$ cat config.mk
export PLATFORM = sky130hd
export DESIGN_NAME = amp_seq_mute
export DESIGN_NICKNAME = d
export VERILOG_FILES = /design/src/rtl/amp_seq_mute.sv
export SDC_FILE = /design/constraint.sdc
export NUM_CORES = 1
export LEC_CHECK = 0
export CAP_MARGIN = 0
export CORE_ASPECT_RATIO = 1.5
export CORE_MARGIN = 2
export CORE_UTILIZATION = 68
export DETAILED_ROUTE_END_ITERATION = 8
export GPL_TIMING_DRIVEN = 0
export HOLD_SLACK_MARGIN = 0.1
export PLACE_DENSITY = 0.95
export SYNTH_ARGS = -nofsm -noshare
export SYNTH_HDL_FRONTEND = slang
export SYNTH_SLANG_ARGS = --single-unit
export TNS_END_PERCENT = 30
$ cat constraint.sdc
create_clock -name clk -period 11.14 [get_ports clk]
set_clock_uncertainty 0.15 [all_clocks]
set_input_delay 1.114 -clock clk [delete_from_list [all_inputs] [get_ports clk]]
set_output_delay 1.114 -clock clk [all_outputs]
set_load 0.01 [all_outputs]
$ cat src/rtl/amp_seq_mute.sv
// Amplifier power sequencer and soft-mute gate between the EQ engine
// and the PDM speaker driver.
module amp_seq_mute #(
    parameter int SHTDWN_CYC = 250000,
    parameter int FLT_DB_CYC = 5000,
    parameter int MAX_RETRY  = 3,
    parameter int STABLE_CYC = 50000000
) (
    input  logic               clk,
    input  logic               rst_n,
    input  logic               Flt_n,
    input  logic               clr_fault,
    input  logic               vld,
    input  logic signed [15:0] aud_in_lft,
    input  logic signed [15:0] aud_in_rght,
    output logic               sht_dwn,
    output logic signed [15:0] aud_out_lft,
    output logic signed [15:0] aud_out_rght,
    output logic               vld_out,
    output logic               amp_ok,
    output logic               fault_latched
);

    localparam int TW = $clog2(SHTDWN_CYC + 1);
    localparam int DW = $clog2(FLT_DB_CYC + 1);
    localparam int SW = $clog2(STABLE_CYC + 1);
    localparam int RW = $clog2(MAX_RETRY + 1);

    localparam logic [TW-1:0] TM_LAST = TW'(SHTDWN_CYC - 1);
    localparam logic [DW-1:0] DB_LAST = DW'(FLT_DB_CYC - 1);
    localparam logic [SW-1:0] SB_LAST = SW'(STABLE_CYC - 1);
    localparam logic [RW-1:0] RT_MAX  = RW'(MAX_RETRY);

    typedef enum logic [2:0] {
        ST_SHDN,
        ST_RAMP,
        ST_RUN,
        ST_FAULT,
        ST_LOCK
    } state_t;

    state_t state, state_n;

    logic          flt_s1, flt_s2;
    logic [DW-1:0] db_cnt;
    logic [TW-1:0] timer;
    logic [SW-1:0] stab_cnt;
    logic [RW-1:0] retry;
    logic [8:0]    gain;
    logic          live, fault;

    assign live  = (state == ST_RAMP) || (state == ST_RUN);
    assign fault = live && !flt_s2 && (db_cnt == DB_LAST);

    always_ff @(posedge clk or negedge rst_n) begin
        if (!rst_n) begin
            flt_s1 <= 1'b1;
            flt_s2 <= 1'b1;
        end else begin
            flt_s1 <= Flt_n;
            flt_s2 <= flt_s1;
        end
    end

    // Debounce only runs while the amp is powered
    always_ff @(posedge clk or negedge rst_n) begin
        if (!rst_n)
            db_cnt <= '0;
        else if (!live || flt_s2 || fault)
            db_cnt <= '0;
        else
            db_cnt <= db_cnt + 1'b1;
    end

    always_ff @(posedge clk or negedge rst_n) begin
        if (!rst_n)
            state <= ST_SHDN;
        else
            state <= state_n;
    end

    always_comb begin
        state_n = state;
        unique case (state)
            ST_SHDN: begin
                if (timer == TM_LAST)
                    state_n = ST_RAMP;
            end
            ST_RAMP: begin
                if (fault)
                    state_n = ST_FAULT;
                else if (vld && gain == 9'd255)
                    state_n = ST_RUN;
            end
            ST_RUN: begin
                if (fault)
                    state_n = ST_FAULT;
            end
            ST_FAULT: begin
                if (retry == RT_MAX)
                    state_n = ST_LOCK;
                else
                    state_n = ST_SHDN;
            end
            ST_LOCK: begin
                if (clr_fault)
                    state_n = ST_SHDN;
            end
            default: state_n = ST_SHDN;
        endcase
    end

    always_ff @(posedge clk or negedge rst_n) begin
        if (!rst_n)
            timer <= '0;
        else if (state == ST_SHDN && timer != TM_LAST)
            timer <= timer + 1'b1;
        else
            timer <= '0;
    end

    always_ff @(posedge clk or negedge rst_n) begin
        if (!rst_n) begin
            stab_cnt <= '0;
        end else if (state == ST_RUN && !fault) begin
            if (stab_cnt != SB_LAST)
                stab_cnt <= stab_cnt + 1'b1;
        end else begin
            stab_cnt <= '0;
        end
    end

    always_ff @(posedge clk or negedge rst_n) begin
        if (!rst_n)
            retry <= '0;
        else if (fault)
            retry <= retry + 1'b1;
        else if (state == ST_RUN && stab_cnt == SB_LAST)
            retry <= '0;
        else if (state == ST_LOCK && clr_fault)
            retry <= '0;
    end

    always_ff @(posedge clk or negedge rst_n) begin
        if (!rst_n) begin
            gain <= '0;
        end else begin
            unique case (state)
                ST_RAMP: begin
                    if (fault)
                        gain <= '0;
                    else if (vld)
                        gain <= gain + 9'd1;
                end
                ST_RUN:  gain <= fault ? 9'd0 : 9'd256;
                default: gain <= '0;
            endcase
        end
    end

    // Status pins decode the next state so they move with the transition
    always_ff @(posedge clk or negedge rst_n) begin
        if (!rst_n) begin
            sht_dwn       <= 1'b1;
            amp_ok        <= 1'b0;
            fault_latched <= 1'b0;
        end else begin
            sht_dwn       <= !(state_n == ST_RAMP ||
                               state_n == ST_RUN);
            amp_ok        <= (state_n == ST_RUN);
            fault_latched <= (state_n == ST_LOCK);
        end
    end

    logic [8:0]         g_eff;
    logic signed [9:0]  g_s;
    logic signed [23:0] p_l, p_r;

    assign g_eff = fault ? 9'd0 : gain;
    assign g_s   = signed'({1'b0, g_eff});
    assign p_l   = 24'(aud_in_lft) * 24'(g_s);
    assign p_r   = 24'(aud_in_rght) * 24'(g_s);

    always_ff @(posedge clk or negedge rst_n) begin
        if (!rst_n) begin
            aud_out_lft  <= '0;
            aud_out_rght <= '0;
            vld_out      <= 1'b0;
        end else begin
            vld_out <= vld;
            if (vld) begin
                aud_out_lft  <= 16'(p_l >>> 8);
                aud_out_rght <= 16'(p_r >>> 8);
            end
        end
    end

endmodule

==> summary.json <==
{
  "run_status": {
    "status": "complete, no violations"
  },
  "final_layout": {
    "fillers": 1326,
    "fin_util_pct": 74.6,
    "fin_cells": 1896,
    "area_growth_from_synthesis_to_layout_pct": 8.31,
    "nNetsFinal": 1993,
    "share_of_layout_cells_above_drive_strength_1_pct": 3.81,
    "finish.instance_area_um2": 15700
  },
  "pwr": {
    "worst_ir_drop_vdd_mv": 0.0961,
    "p_leak_nw": 8.72,
    "power-per-cell-area_nw_per_um2": 50.0,
    "overall_power_uw": 782
  },
  "routing": {
    "drc": 0,
    "drtPass1Iterations": 7,
    "drt-vias-per-instance": 6.33,
    "drt-total-wl_um": 39300,
    "ant_nets_after_route": 0,
    "routed_vias": 12000,
    "route.detailed.wl_per_inst_um": 20.7,
    "drt_iter0_markers": 1175
  },
  "sta": {
    "worstMarginPinSlew_ps": 1090,
    "final-setup-viol-count": 0,
    "rsz0062_at_grt": "no",
    "drv_slew": 0,
    "period_share_pct": 73.1,
    "time_the_final_worst_path_needs_with_i_o_delays_and_setup_ps": 8140,
    "totalNegativeSetupSlack_ps": 0,
    "hold_viol_final": 0,
    "slew_headroom_pct": 27.1,
    "max_freq_mhz": 123
  },
  "synth": {
    "ys.flop_type": "dfrtp_1",
    "netlist_top_cells_count": "inv_1, fa_1, nand2_1",
    "synthesis.yosys.warnings": 0,
    "ys_seq_area_share_pct": 18.9,
    "syn_inst": 1555,
    "library_cell_occupying_the_most_area_in_the_post_synthesis_netlist": "fa_1",
    "most_numerous_cell_in_the_yosys_netlist": "inv_1",
    "synth-edff-count": 0,
    "ys_types": 67,
    "postSynthAreaPerCell_um2": 9.29,
    "netlist_top_cells_area": "fa_1, dfrtp_1, ha_1",
    "mappedNetlistNets": 1926,
    "synth-async-reset-ratio_pct": 100,
    "syn_area_um2": 14400,
    "netlist.area_leader.share_pct": 31.6,
    "ys_seq_elements": 109
  },
  "clocking": {
    "post-cts-setup-buffer-count": 0,
    "clockRootBuffer": "clkbuf_16",
    "clock_tree_from_tritoncts": "yes",
    "clkTransAtPathRegs_ps": 70,
    "cts.htree.levels": 3,
    "cts-root-to-sink-buffers": 2,
    "clock_insertion_delay_worst_skew_ps": 380,
    "cts_sinks": 109,
    "cts_buffers": 9,
    "cts_hold_buffers": 0,
    "ctsResizeCount": 0
  },
  "floorplan": {
    "std_cell_rows": 65,
    "floorplan.core_area_um2": 21000,
    "ios": 73,
    "design.die.area_um2": 22500,
    "floorplan.die.height_um": 183,
    "dieWidth_um": 123,
    "floorplan.initialDensity_pct": 68.9
  },
  "setup_path": {
    "worst-endpoint-arrival_ps": 8240,
    "timing.critical_path.slowest_stage_cell": "buf_1",
    "slowest_delay_ps": 670,
    "path_delay_family": "adder cells",
    "crit_path_capture_type": "flop",
    "worst_ep_required_time_ps": 11240,
    "crit_path_category": "flop to flop",
    "dominant_cell_type_by_count_on_the_critical_path": "fa_1",
    "crit_path_buffers_inverters": 7,
    "crit_path_max_fanout": 10,
    "critPathLaunchType": "flop"
  },
  "place": {
    "placed_area_um2": 15400,
    "placedCellCount": 1879,
    "io_buffer_count": 55,
    "final_replace_weighted_congestion": 0.973,
    "place_hpwl_um": 29900
  },
  "grt": {
    "global_route_wire_length_before_repair_um": 64200,
    "first_global_vias": 13100,
    "globalRouteTotalUtil_pct": 37.6,
    "grt_max_degree": 70,
    "initial_antenna_violation_count": 3,
    "leftover_overflow_at_the_end_of_global_routing": 0
  },
  "worst_hold_path": {
    "worst_hold_path_type": "flop to flop"
  },
  "run": {
    "cap_viol_max_count": 0
  }
}
[power breakdown]
part	internal [mW]	switching, mW	leakage (nW)	total (mW)
Combinational	0.0134	0.0364	7.09	0.0497
Clock	0.166	0.168	0.144	0.334
Sequential	0.397	0.000745	1.49	0.398
[cells in the final DEF, fill, tap and decap left out, types with 3 or more instances in the layout]
| cell | count |
|---|---|
| inv_1 | 267 |
| fa_1 | 228 |
| nand2_1 | 187 |
| and3_1 | 155 |
| ha_1 | 106 |
| dfrtp_1 | 106 |
| nor2_1 | 92 |
| clkbuf_1 | 56 |
| clkdlybuf4s50_1 | 54 |
| xnor2_1 | 49 |
| xor2_1 | 48 |
| nand3_1 | 31 |
| a21oi_1 | 24 |
| nor3_1 | 20 |
| buf_1 | 17 |
| nand4_1 | 17 |
| mux2_2 | 17 |
| o21ai_0 | 13 |
| clkbuf_16 | 9 |
| buf_2 | 8 |
| and2_1 | 8 |
| a21o_1 | 7 |
| or3_1 | 7 |
| nor2b_1 | 6 |
| o31ai_1 | 6 |
| o21a_1 | 5 |
| and2b_1 | 3 |
| nor4b_1 | 3 |
| mux2i_1 | 3 |
| nand2b_1 | 3 |
| o211ai_1 | 3 |
| o21ai_2 | 3 |
| a31oi_1 | 3 |
| nand3b_1 | 3 |
| dfstp_2 | 3 |
[path summary, 6_finish.rpt]
kind | cells past startpoint | endpoint | slack (ps) | startpoint
max | 26 | aud_out_lft[14]$_DFFE_PN0P_ | 3000 | state[1]$_DFF_PN0_
min | 0 | flt_s2$_DFF_PN1_ | 210 | flt_s1$_DFF_PN1_
max reg2reg | 26 | aud_out_lft[14]$_DFFE_PN0P_ | 3000 | state[1]$_DFF_PN0_
min reg2reg | 0 | flt_s2$_DFF_PN1_ | 210 | flt_s1$_DFF_PN1_
max in group asynchronous | 2 | flt_s2$_DFF_PN1_ | 9490 | rst_n
min in group asynchronous | 1 | aud_out_lft[7]$_DFFE_PN0P_ | 560 | rst_n
[sequential cells by signal, summed over array words and instances, names as in the netlist]
register / cells
stab_cnt: 26
timer: 18
aud_out_lft: 16
aud_out_rght: 16
db_cnt: 13
gain: 9
state: 3
retry: 2
amp_ok: 1
fault_latched: 1
flt_s1: 1
flt_s2: 1
sht_dwn: 1
vld_out: 1
[logic make-up (layout without fill, tap and decap cells)]
| family | count (synthesis) | in the layout | synth area share [%] |
|---|---|---|---|
| adders and majority gates | 334 | 334 | 40.8 |
| AOI/OAI and AO/OA | 92 | 92 | 4.54 |
| xor gates and xnor gates | 97 | 97 | 5.88 |
| buffers and inverters | 348 | 420 | 9.11 |
| and+or+nand+nor | 555 | 555 | 19.3 |
| other | 0 | 1 | 0 |
| DFF | 109 | 109 | 18.9 |
| muxes | 20 | 20 | 1.53 |
[area by class of cell]
class	instances	area, um^2	area share [%]
multi-input combinational	1098	10400	66.5
sequential	109	2730	17.5
inverter	268	1010	6.43
timing repair buffer	56	576	3.68
tap	268	335	2.14
buffer	80	310	1.98
clock buffer	12	256	1.64
clock inverter	4	31.3	0.200
antenna	1	2.50	0.0160
[metrics by stage]
stage          setup slack, ps  hold slack [ps]
5_1_grt                   2750              210
6_report                  3000              209
3_3_place_gp              3460              197
2_1_floorplan             4380              195
4_1_cts                   3240              208
3_5_place_dp              3270              198
[layer usage]
metal	track usage [%]	part of all wire, %	vias to the layer above
met2	61.4	49	846
met5	0	0.033	-
li1	-	-	5036
met4	28.9	9.5	2
met1	41.2	32	5804
met3	9.66	10	314
[worst reg2reg max path, stage by stage (launching register included)]
cell       delay, ps
dfrtp_1          370
buf_2            170
and2b_1          220
o21ai_4          340
or2_1            250
buf_2            250
and2_1           150
buf_2            240
buf_1            670
nand2_1          190
fa_1             570
inv_1             50
fa_1             520
fa_1             440
fa_1             550
inv_1             50
fa_1             520
inv_1             40
ha_1             330
o21ai_0          110
a21oi_1          260
o2111ai_1        160
o31ai_2          490
a31oi_1          280
o21ai_2          270
xor2_1           100
mux2_2           270
(Power assumes the default switching activity.)
